File: src/rtl/dmem_arbiter.sv
// dmem_arbiter: shares the single-port data memory between the core (port 0)
// and the debug/DMA loader (port 1), and adds a sequenced clear engine that
// zeroes the whole array through ordinary write cycles.
module dmem_arbiter #(
    parameter int unsigned d_width    = 8,
    parameter int unsigned dmem_width = 256
) (
    input  logic               clk,
    input  logic               reset,
    input  logic               p0_req,
    input  logic               p0_we,
    input  logic [d_width-1:0] p0_addr,
    input  logic [d_width-1:0] p0_wdata,
    output logic               p0_ack,
    output logic [d_width-1:0] p0_rdata,
    input  logic               p1_req,
    input  logic               p1_we,
    input  logic [d_width-1:0] p1_addr,
    input  logic [d_width-1:0] p1_wdata,
    output logic               p1_ack,
    output logic [d_width-1:0] p1_rdata,
    input  logic               clr_start,
    output logic               clr_busy,
    output logic               clr_done,
    output logic [d_width-1:0] dmem_alu_result,
    output logic [d_width-1:0] dmem_in,
    output logic               dmem_write_en,
    input  logic [d_width-1:0] dmem_out
);

    typedef enum logic {IDLE, CLEAR} state_t;

    localparam logic [d_width-1:0] last_addr = d_width'(dmem_width - 1);

    state_t             state, state_nx;
    logic               stg_valid, stg_valid_nx;
    logic               stg_port, stg_port_nx;
    logic               stg_we, stg_we_nx;
    logic [d_width-1:0] stg_addr, stg_addr_nx;
    logic [d_width-1:0] stg_wdata, stg_wdata_nx;
    logic               last, last_nx;
    logic [d_width-1:0] cnt, cnt_nx;
    logic               done, done_nx;
    logic               elig0, elig1;
    logic               grant, winner;

    // state, grant stage, round-robin pointer and clear counter
    always_ff @(posedge clk) begin
        if (reset) begin
            state     <= IDLE;
            stg_valid <= 1'b0;
            stg_port  <= 1'b0;
            stg_we    <= 1'b0;
            stg_addr  <= '0;
            stg_wdata <= '0;
            last      <= 1'b1;
            cnt       <= '0;
            done      <= 1'b0;
        end else begin
            state     <= state_nx;
            stg_valid <= stg_valid_nx;
            stg_port  <= stg_port_nx;
            stg_we    <= stg_we_nx;
            stg_addr  <= stg_addr_nx;
            stg_wdata <= stg_wdata_nx;
            last      <= last_nx;
            cnt       <= cnt_nx;
            done      <= done_nx;
        end
    end

    // arbitration, clear sequencing and next-state selection
    always_comb begin
        state_nx     = state;
        stg_valid_nx = 1'b0;
        stg_port_nx  = stg_port;
        stg_we_nx    = stg_we;
        stg_addr_nx  = stg_addr;
        stg_wdata_nx = stg_wdata;
        last_nx      = last;
        cnt_nx       = cnt;
        done_nx      = 1'b0;

        // a port completing this cycle is masked so it cannot be re-granted
        elig0  = p0_req & ~p0_ack;
        elig1  = p1_req & ~p1_ack;
        grant  = elig0 | elig1;
        winner = (elig0 & elig1) ? ~last : elig1;

        case (state)
            IDLE: begin
                if (clr_start) begin
                    state_nx = CLEAR;
                    cnt_nx   = '0;
                    grant    = 1'b0;
                end
            end
            CLEAR: begin
                // arbitration is allowed on the final clear edge so the
                // first port ack lines up with the clr_done pulse
                if (cnt == last_addr) begin
                    state_nx = IDLE;
                    cnt_nx   = '0;
                    done_nx  = 1'b1;
                end else begin
                    cnt_nx = cnt + 1'b1;
                    grant  = 1'b0;
                end
            end
            default: grant = 1'b0;
        endcase

        if (grant) begin
            stg_valid_nx = 1'b1;
            stg_port_nx  = winner;
            stg_we_nx    = winner ? p1_we : p0_we;
            stg_addr_nx  = winner ? p1_addr : p0_addr;
            stg_wdata_nx = winner ? p1_wdata : p0_wdata;
            last_nx      = winner;
        end
    end

    // memory pins and requester responses
    always_comb begin
        dmem_alu_result = '0;
        dmem_in         = '0;
        dmem_write_en   = 1'b0;
        clr_busy        = 1'b0;
        p0_ack          = 1'b0;
        p1_ack          = 1'b0;
        p0_rdata        = '0;
        p1_rdata        = '0;
        if (state == CLEAR) begin
            dmem_alu_result = cnt;
            dmem_write_en   = 1'b1;
            clr_busy        = 1'b1;
        end else if (stg_valid) begin
            dmem_alu_result = stg_addr;
            dmem_in         = stg_wdata;
            dmem_write_en   = stg_we;
            if (stg_port) begin
                p1_ack = 1'b1;
                if (!stg_we) p1_rdata = dmem_out;
            end else begin
                p0_ack = 1'b1;
                if (!stg_we) p0_rdata = dmem_out;
            end
        end
    end

    assign clr_done = done;

endmodule

File: config.mk
export PLATFORM = sky130hd
export DESIGN_NAME = dmem_arbiter
export DESIGN_NICKNAME = d
export VERILOG_FILES = /design/src/rtl/dmem_arbiter.sv
export SDC_FILE = /design/constraint.sdc
export NUM_CORES = 1
export LEC_CHECK = 0
export CAP_MARGIN = 25
export CORE_MARGIN = 3
export CORE_UTILIZATION = 40
export DETAILED_ROUTE_END_ITERATION = 10
export DONT_BUFFER_PORTS = 1
export SLEW_MARGIN = 20
export SYNTH_ARGS = -nofsm -noshare
export SYNTH_HDL_FRONTEND = slang
export SYNTH_SLANG_ARGS = --single-unit
File: constraint.sdc
create_clock -name clk -period 2.4 [get_ports clk]
set_clock_uncertainty 0.15 [all_clocks]
set_input_delay 0.48 -clock clk [delete_from_list [all_inputs] [get_ports clk]]
set_output_delay 0.48 -clock clk [all_outputs]
set_load 0.05 [all_outputs]
==> impl_metrics.tcl <==
set metrics [dict create \
    peakVddDrop_uv 412 \
    cts_sinks 30 \
    yosys-top-cells-area "dfxtp_1 (32%), mux2i_1 (10%), a211oi_2 (6.7%), a21oi_1 (6.2%), nor2_1 (4.6%)" \
    nNetsFinal 291 \
    worst_slack_ps 189 \
    gp_congestion 0.884 \
    syn_area_per_cell_um2 8.47 \
    syn_area_mm2 0.00186 \
    yosysSeqAreaShare_pct 32.2 \
    critPathBufInv 1 \
    cts.root.buffer_cell "clkbuf_8" \
    slowest_stage "dfxtp_1" \
    die_w_um 74.2 \
    preCtsSetupSlack_ps 440 \
    yosys_register_bits 30 \
    drt-total-wl_um 4370 \
    max_stage_delay_ps 320 \
    drive_gt1_share_pct 29.2 \
    end_kind "output pin" \
    final_common_cell "dfxtp_1" \
    crit_fanout 9 \
    fin_crit_sh_pct 92.1 \
    cts_hold_buf 0 \
    yosysTopAreaCellShare_pct 32.2 \
    cts.reportedPaths.clkPinSlew_ps 60 \
    dp.cells 288 \
    hold_class "input pin to flip-flop" \
    htree_levels 2 \
    power_density_mw_per_mm2 552 \
    grtUsageTotal_pct 17.3 \
    area_delta_synth_final_pct 28.7 \
    rsz0062_at_grt "false" \
    via_per_inst 5.48 \
    setup_viol 0 \
    crit_chain "nor2b_2 > nand2b_1 > nor2_2 > buf_12" \
    clock_latency_ps 280 \
    p_leak_nw 0.996 \
    cp_top_family "simple AND/OR/NAND/NOR gates" \
    cts_tree "built" \
    dp_hpwl_um 3300 \
    worst_slew_pin_slew_ps 496 \
    dr.pass1.iters 4 \
    startpoint_type "flip-flop" \
    syn-instance-count 220 \
    io_pins 84 \
    yosysTopAreaCell "dfxtp_1" \
    crit_type "flip-flop to output pin" \
    wl_per_cell_um 14.8 \
    grt_pass1_vias 1546 \
    drtIter0Drc 40 \
    post_cts_buffers 0 \
    die_h_um 74.2 \
    ctsResizeCount 0 \
    grt_pass1_wl_um 7430 \
    finish.utilization_pct 54.3 \
    numPortBuffers 0 \
    yosysWarnings 0 \
    maxSlewHeadroom_pct 66.9 \
    grt_max_degree 31 \
    diodes 0 \
    clockBufferDepth 2 \
    antenna_found_initial 0 \
    slew_viol_final 0 \
    route.antenna.remaining_nets 0 \
    cap_violations 0 \
    run_status "finished, final reports clean" \
    core_mm2 0.00441 \
    syn_nets 268 \
    cts_made_buffers 5 \
    hold_viol 0 \
    worst-endpoint-arrival_ps 1580 \
    required_ps 1770 \
    globalRouteOverflowTotal 0 \
    fin_crit_ps 2210 \
    fmax_mhz 452 \
    initial_utilization_pct 42.2 \
    drc 0 \
    vias 1617 \
    synth_cell_types 41 \
    final_cell_mix "dfxtp_1 (30), a21oi_1 (23), nand2_1 (21)" \
    instances_no_fill 295 \
    fp-row-count 24 \
    die-area_mm2 0.00551 \
]
## routing by layer
metal,vias to the layer above,track usage (%),routed length [µm]
met5,-,0,0
met4,0,4.74,51
met3,5,5.14,422
met2,65,28.6,2050
met1,728,22.0,1850
li1,819,-,-
## power by group
group / internal [mW] / switching [mW] / total, mW
Combinational: 0.109 / 0.150 / 0.260
Clock: 0.332 / 0.182 / 0.514
Sequential: 0.529 / 0.0206 / 0.549
Total: 0.970 / 0.353 / 1.32
## final timing paths
kind	start	endpoint	slack (ps)	depth (start not counted)
setup / recovery	stg_valid$_SDFF_PP0_	p0_rdata[5]	190	4
hold / removal	reset	stg_we$_SDFFE_PP0P_	120	1
setup reg to reg	cnt[0]$_SDFFE_PP0P_	last$_SDFFE_PP1P_	460	6
hold reg to reg	stg_wdata[2]$_SDFFE_PP0P_	stg_wdata[2]$_SDFFE_PP0P_	360	2
## logic make-up (layout without fill, tap and decap cells)
family,count (synthesis),count (layout),synth area share [%]
simple gates,85,85,23.8
buf+inv,22,45,8.06
flops,30,30,32.2
compound gates,61,61,23.8
fa+ha+maj,1,1,0.671
mux,21,21,11.4
## cell usage after synthesis
cell type  instances
nand2b_1          11
o21ai_0           10
buf_2              5
o21ai_2            1
a311oi_1           1
nor2_1            23
o41ai_1            1
nand4_4            1
a211oi_1           7
a21oi_1           23
clkbuf_1           5
mux2_2             2
buf_1              2
a22oi_1            1
nand3_1            5
nand2_1           21
and3_1             1
nor3b_1            1
dfxtp_1           30
buf_12             1
nand3b_4           1
a21o_1             3
inv_2              1
or2_1              1
inv_1              2
or3_1              1
mux2i_1           19
ha_1               1
o2111ai_1          1
nor2b_2            1
buf_6              6
and2_1             9
nor3_1             4
nand4_1            1
o211ai_1           1
or2_2              2
o211ai_2           1
a21oi_4            1
nor2b_1            1
a211oi_2          10
and2_0             1
## worst register-to-register path, stage by stage (launching register included)
cell and delay [ps]:
dfxtp_1 470, ha_1 330, nand4_4 160, o21ai_2 170
and2_1 210, buf_4 200, mux2i_1 190
## per-stage QoR
stage	TNS [ps]	hold slack (ps)	power, mW	area (µm²)
finish	0	123	1.32	2400
global route	0	97.4	1.38	2400
CTS	0	105	1.33	2400
detailed placement	0	356	0.822	2280
global placement	0	348	0.819	2280
floorplan	-1580	331	0.771	1880
## final cells by class
cell class / count / area, µm²
fill: 386 / 2020
multi-input combinational: 168 / 1130
sequential: 30 / 601
timing repair buffer: 35 / 475
clock buffer: 6 / 82.6
tap: 52 / 65.1
clock inverter: 1 / 30.0
inverter: 3 / 11.3
## sequential cells by signal, summed over array words and instances (netlist names)
signal	count
cnt	8
stg_addr	8
stg_wdata	8
clr_done	1
last	1
state	1
stg_port	1
stg_valid	1
stg_we	1
Note: power is estimated with default switching activity, not from simulation.
